==> config.mk <==
export PLATFORM = sky130hd
export DESIGN_NAME = freq_sweep_ctrl
export DESIGN_NICKNAME = d
export VERILOG_FILES = /design/src/rtl/freq_sweep_ctrl_pkg.sv /design/src/rtl/sweep_result_ram.sv /design/src/rtl/freq_sweep_ctrl.sv
export SDC_FILE = /design/constraint.sdc
export NUM_CORES = 2
export LEC_CHECK = 0
export CAP_MARGIN = 20
export CORE_ASPECT_RATIO = 1.4
export CORE_MARGIN = 2
export CORE_UTILIZATION = 30
export DETAILED_ROUTE_END_ITERATION = 10
export SETUP_SLACK_MARGIN = 0.3
export SYNTH_ARGS = -nofsm -noshare
export SYNTH_HDL_FRONTEND = slang
export SYNTH_SLANG_ARGS = --single-unit
==> constraint.sdc <==
create_clock -name clk -period 2.6 [get_ports clk]
set_clock_uncertainty 0.05 [all_clocks]
set_input_delay 0.26 -clock clk [delete_from_list [all_inputs] [get_ports clk]]
set_output_delay 0.26 -clock clk [all_outputs]
set_load 0.01 [all_outputs]
==> src/rtl/freq_sweep_ctrl_pkg.sv <==
// Shared types and constants for the frequency-sweep controller.
// Holds the sweep state encoding and the period counts used by the FSM.
package freq_sweep_ctrl_pkg;

  typedef enum logic [2:0] {
    IDLE,
    SETTLE,
    MEASURE,
    STORE,
    FINISH
  } sweep_state_t;

  localparam int unsigned MIN_SETTLE      = 1;
  localparam int unsigned MEASURE_PERIODS = 2;

endpackage

==> src/rtl/sweep_result_ram.sv <==
// Simple dual-port results buffer: one write port, one registered read port.
// Read-during-write to the same address returns the previous contents.
module sweep_result_ram #(
  parameter int ADDR_W = 8,
  parameter int DATA_W = 16
) (
  input  logic                     clk,
  input  logic                     reset,
  input  logic                     we,
  input  logic [ADDR_W-1:0]        wr_addr,
  input  logic signed [DATA_W-1:0] wr_data,
  input  logic [ADDR_W-1:0]        rd_addr,
  output logic signed [DATA_W-1:0] rd_data
);

  logic signed [DATA_W-1:0] mem [2**ADDR_W];

  // NOTE: the array has no reset so it maps onto block RAM; only the read register is reset.
  always_ff @(posedge clk) begin
    if (we) mem[wr_addr] <= wr_data;
  end

  always_ff @(posedge clk or posedge reset) begin
    if (reset) rd_data <= '0;
    else       rd_data <= mem[rd_addr];
  end

endmodule

==> src/rtl/freq_sweep_ctrl.sv <==
// Steps a sine generator through a list of FCWs, waits for the filter to settle,
// then records the peak-detector amplitude for each point in a results buffer.
module freq_sweep_ctrl
  import freq_sweep_ctrl_pkg::*;
#(
  parameter int ADDR_W = 8,
  parameter int DATA_W = 16
) (
  input  logic                     clk,
  input  logic                     reset,
  input  logic                     start,
  input  logic [DATA_W-1:0]        fcw_start,
  input  logic [DATA_W-1:0]        fcw_step,
  input  logic [ADDR_W:0]          num_points,
  input  logic [3:0]               settle_periods,
  input  logic                     phase_wrap,
  input  logic signed [DATA_W-1:0] amplitude_in,
  output logic signed [DATA_W-1:0] fcw,
  output logic                     enable,
  output logic                     busy,
  output logic                     done,
  input  logic [ADDR_W-1:0]        rd_addr,
  output logic signed [DATA_W-1:0] rd_data
);

  sweep_state_t      state;
  logic [DATA_W-1:0] step_q;
  logic [ADDR_W:0]   num_q;
  logic [3:0]        settle_q;
  logic [ADDR_W-1:0] idx;
  logic [3:0]        wrap_cnt;

  logic [3:0] settle_target;
  logic       last_point;
  logic       we;

  // A programmed settle of zero still waits one period so the new FCW takes effect.
  assign settle_target = (settle_q < 4'(MIN_SETTLE)) ? 4'(MIN_SETTLE) : settle_q;
  assign last_point    = ({1'b0, idx} == (num_q - (ADDR_W+1)'(1)));
  assign we            = (state == STORE);

  // NOTE: enable/busy/done are registered alongside the state so they never glitch.
  always_ff @(posedge clk or posedge reset) begin
    if (reset) begin
      state    <= IDLE;
      fcw      <= '0;
      enable   <= 1'b0;
      busy     <= 1'b0;
      done     <= 1'b0;
      step_q   <= '0;
      num_q    <= '0;
      settle_q <= '0;
      idx      <= '0;
      wrap_cnt <= '0;
    end else begin
      done <= 1'b0;
      case (state)
        IDLE: begin
          if (start) begin
            step_q   <= fcw_step;
            num_q    <= num_points;
            settle_q <= settle_periods;
            fcw      <= $signed(fcw_start);
            idx      <= '0;
            wrap_cnt <= '0;
            if (num_points == '0) begin
              state <= FINISH;
              done  <= 1'b1;
            end else begin
              state  <= SETTLE;
              enable <= 1'b1;
              busy   <= 1'b1;
            end
          end
        end
        SETTLE: begin
          if (phase_wrap) begin
            if (wrap_cnt + 4'd1 >= settle_target) begin
              state    <= MEASURE;
              wrap_cnt <= '0;
            end else begin
              wrap_cnt <= wrap_cnt + 4'd1;
            end
          end
        end
        MEASURE: begin
          // First period primes the peak detector, the second is a full measured period.
          if (phase_wrap) begin
            if (wrap_cnt + 4'd1 >= 4'(MEASURE_PERIODS)) begin
              state    <= STORE;
              wrap_cnt <= '0;
            end else begin
              wrap_cnt <= wrap_cnt + 4'd1;
            end
          end
        end
        STORE: begin
          if (last_point) begin
            state  <= FINISH;
            done   <= 1'b1;
            enable <= 1'b0;
            busy   <= 1'b0;
          end else begin
            idx   <= idx + 1'b1;
            fcw   <= fcw + $signed(step_q);
            state <= SETTLE;
          end
        end
        FINISH: state <= IDLE;
        default: begin
          state  <= IDLE;
          enable <= 1'b0;
          busy   <= 1'b0;
        end
      endcase
    end
  end

  sweep_result_ram #(
    .ADDR_W(ADDR_W),
    .DATA_W(DATA_W)
  ) u_ram (
    .clk    (clk),
    .reset  (reset),
    .we     (we),
    .wr_addr(idx),
    .wr_data(amplitude_in),
    .rd_addr(rd_addr),
    .rd_data(rd_data)
  );

endmodule

==> flow_summary.json <==
{
  "status": "finished, violations left",
  "violations": "setup timing",
  "rsz0062_at_grt": "yes",
  "syn_inst": 6632,
  "clkTransAtPathRegs_ns": 0.07,
  "synth_seq_cells": 4174,
  "core_area_um2": 535000,
  "power.sequential.fraction": 0.513,
  "numClockSinks": 4174,
  "num_io_pins": 108,
  "initial_core_util": 0.301,
  "met2_usage": 0.289,
  "setup_viol": 5,
  "p_per_area_nw_per_um2": 751,
  "grt_pass1_wl_um": 608000,
  "drv_cap": 0,
  "critPathBufInv": 0,
  "h-tree-depth": 5,
  "path_class": "reg -> reg",
  "drt-wirelength-per-cell_um": 29.0,
  "critPathTopFamily": "multiplexers",
  "power_frac_clock": 0.387,
  "maxSlewHeadroom": 0.389,
  "crit_fanout": 1,
  "ys_warn_count": 0,
  "grt_use_met3": 0.0203,
  "top_usage_layer": "met2",
  "hp-class": "in -> reg",
  "required_ns": 3.35,
  "setup_slack_ns": -0.0703,
  "track_usage": 0.156,
  "synth-main-ff-cell": "edfxtp_1",
  "finalCriticalPeriod_ns": 2.67,
  "wl_um": 435000,
  "cts_tree": "done",
  "gr-usage-met1": 0.183,
  "final_hold_viol_count": 0,
  "p_leak_nw": 60.0,
  "multi_input_area_um2": 35700,
  "first_global_vias": 79607,
  "finalPower_mw": 146,
  "async_flop_share": 0.0187,
  "viasPerCell": 5.04,
  "ir_drop_uv": 729,
  "cts-buffers-inserted": 381,
  "slowest_delay_ns": 0.67,
  "critical_path.most_common_cell": "mux4_2",
  "finalCritPeriodShare": 1.03,
  "combPwrFrac": 0.100,
  "synth_fp_nets": 6732,
  "num_vias": 75389,
  "endpoint_kind": "register",
  "worst_ep_arrival_time_ns": 3.42,
  "worstPathCellList": "mux4_2 -> mux4_2 -> mux4_2 -> o221a_1",
  "antenna_found_initial": 32,
  "fillers": 47932,
  "place_congestion": 0.818,
  "die_h_um": 870,
  "drtAntennaViolNets": 0,
  "yosysUniqueCellTypes": 56,
  "drive_gt1_frac": 0.392,
  "clockBufferDepth": 4,
  "root_buffer": "clkbuf_16",
  "synth_area_um2": 161000,
  "grt_max_degree": 133,
  "die_width_um": 623,
  "drc": 0,
  "tightest_slew_ns": 0.917,
  "dpl_cell_area_um2": 180000,
  "clk_latency_ns": 0.96,
  "fmax_ghz": 0.374,
  "yosysSeqAreaShare": 0.777,
  "fin_hold_ws_ns": 0.176,
  "switching_share": 0.230,
  "p_int_mw": 113,
  "cp-start-kind": "register",
  "first_iter_violations": 7839,
  "final.setup.tns_ns": -0.173,
  "num-nets-final": 7704,
  "first_pass_iters": 5,
  "netSwitchingPower_mw": 33.7,
  "cp_slowest_cell": "mux4_2",
  "port_buffers": 107,
  "avgSynthCellArea_um2": 24.2,
  "finalInstanceArea_um2": 195000,
  "drv_slew": 0,
  "synth_edf_count": 4096,
  "placementRows": 318,
  "overflow": 0,
  "fp.dieArea_um2": 542000,
  "layout-area-overhead-vs-synth_pct": 21.2,
  "seq_area_um2": 125000,
  "post-dp-hpwl_um": 270000
}
## timing repair
item | CTS | global route
hold endpoints to repair | 1067 | 0
cloned | 6 | 2
resized for setup | 213 | 115
buffers inserted | 21 | 11
pin swaps | 35 | 32
hold buffers | 63 | 0
endpoints found under the setup margin | 1828 | 805
## power groups by stage
stage          Combinational (mW)  Clock (mW)  Sequential, mW
2_1_floorplan                6.51           0            76.3
5_1_grt                      15.4        59.9            75.1
4_1_cts                      14.0        57.5            75.1
6_report                     14.6        56.6            75.1
3_3_place_gp                 12.3           0            76.4
3_5_place_dp                 12.5           0            76.4
## worst reg2reg max path, cell delays in order (launching register included)
cell      delay, ns
edfxtp_1       0.39
mux4_2         0.51
mux4_2         0.63
mux4_2         0.67
o221a_1        0.31
## cell usage in the layout, fill, tap and decap left out, types with 12 or more instances in the layout
| master | n |
|---|---|
| ha_4 | 13 |
| nor2_4 | 50 |
| nor2_2 | 127 |
| xor2_1 | 15 |
| mux4_2 | 1312 |
| mux2_2 | 64 |
| bufinv_16 | 41 |
| clkinv_2 | 76 |
| nand3_1 | 13 |
| clkbuf_16 | 390 |
| a21oi_1 | 13 |
| dlygate4sd2_1 | 23 |
| buf_4 | 362 |
| o221a_1 | 16 |
| buf_6 | 30 |
| dfrtp_2 | 21 |
| o22ai_1 | 16 |
| clkinvlp_4 | 24 |
| dlygate4sd3_1 | 63 |
| inv_2 | 12 |
| clkbuf_8 | 15 |
| nor2_1 | 140 |
| mux2_4 | 22 |
| o21ai_0 | 18 |
| clkbuf_1 | 55 |
| dfrtp_1 | 57 |
| ha_1 | 13 |
| edfxtp_1 | 4096 |
| nand3_2 | 16 |
| clkdlybuf4s50_1 | 61 |
| buf_12 | 387 |
| inv_6 | 13 |
| nand2_1 | 39 |
| clkinv_1 | 79 |
## registers in the layout, summed over array words and instances (netlist names)
signal / flops
busy: 1
done: 1
fcw: 16
idx: 8
num_q: 9
settle_q: 4
state: 3
step_q: 16
u_ram.mem: 4096
u_ram.rd_data: 16
wrap_cnt: 4
## metrics by stage
stage / setup WS [ns] / instances / utilization
6_report: -0.0703 / 14967 / 0.364
5_1_grt: -0.0621 / 14959 / 0.364
4_1_cts: -0.0591 / 14943 / 0.363
3_5_place_dp: -1.05 / 14158 / 0.337
3_3_place_gp: -1.07 / 14158 / 0.337
2_1_floorplan: -0.0933 / 6632 / -
## cell type report
class                           instances  share of cell area
Antenna cell                           11            0.000141
Multi-Input combinational cell       2068               0.183
Clock buffer                          445              0.0510
Inverter                               21            0.000411
Sequential cell                      4174               0.641
Tap cell                             7040              0.0452
Timing Repair Buffer                  958              0.0657
Clock inverter                        250              0.0126
## cell usage after synthesis, drive strengths merged, types with 2 or more instances
cell type	number	area (um^2)
edfxtp	4096	123000
mux4	1312	29500
nor2	317	1190
clkbuf	217	815
buf	152	807
mux2	86	968
dfrtp	78	1950
nand2	46	173
nand3	33	165
o21ai	32	160
o22ai	32	200
ha	26	325
a21oi	25	125
inv	21	78.8
nor3	19	95.1
xor2	17	149
o221a	16	180
nor2b	10	62.6
xnor2	10	87.6
a211oi	7	52.6
a31oi	7	43.8
nand2b	7	43.8
nand4	7	43.8
a21o	6	45.0
and3	5	31.3
nand3b	5	37.5
nor3b	5	37.5
or3	4	25.0
nor4	3	25.0
o211ai	3	22.5
o31ai	3	22.5
o41ai	3	26.3
a21boi	2	15.0
a31o	2	17.5
and2	2	12.5
or2	2	12.5
## final timing paths
path | slack [ns] | endpoint | from | cells after the start
max | -0.07 | u_ram.rd_data[2] | u_ram.mem[175][2] | 4
min | 0.18 | busy | start | 5
max reg2reg | -0.07 | u_ram.rd_data[2] | u_ram.mem[175][2] | 4
min reg2reg | 0.46 | step_q[9] | step_q[9] | 1
max in group asynchronous | 1.61 | u_ram.rd_data[0] | reset | 4
min in group asynchronous | 0.26 | settle_q[3] | reset | 3
## per-layer routing
metal / wire [um] / share of wire
met1: 158000 / 0.36
met2: 233000 / 0.54
met3: 24800 / 0.057
met4: 18800 / 0.043
met5: 79 / 0.00018
## kinds of logic (layout without fill, tap and decap cells)
group	after synthesis	in the layout	share of synthesized area
DFF	4174	4174	0.777
AOI/OAI and AO/OA	145	145	0.00604
and+or+nand+nor	470	470	0.0124
xor gates and xnor gates	27	27	0.00147
muxes	1399	1399	0.190
adders and majority gates	27	27	0.00215
other	0	11	0
buffers and inverters	390	1674	0.0106
Power figures use the tool's default switching activity.
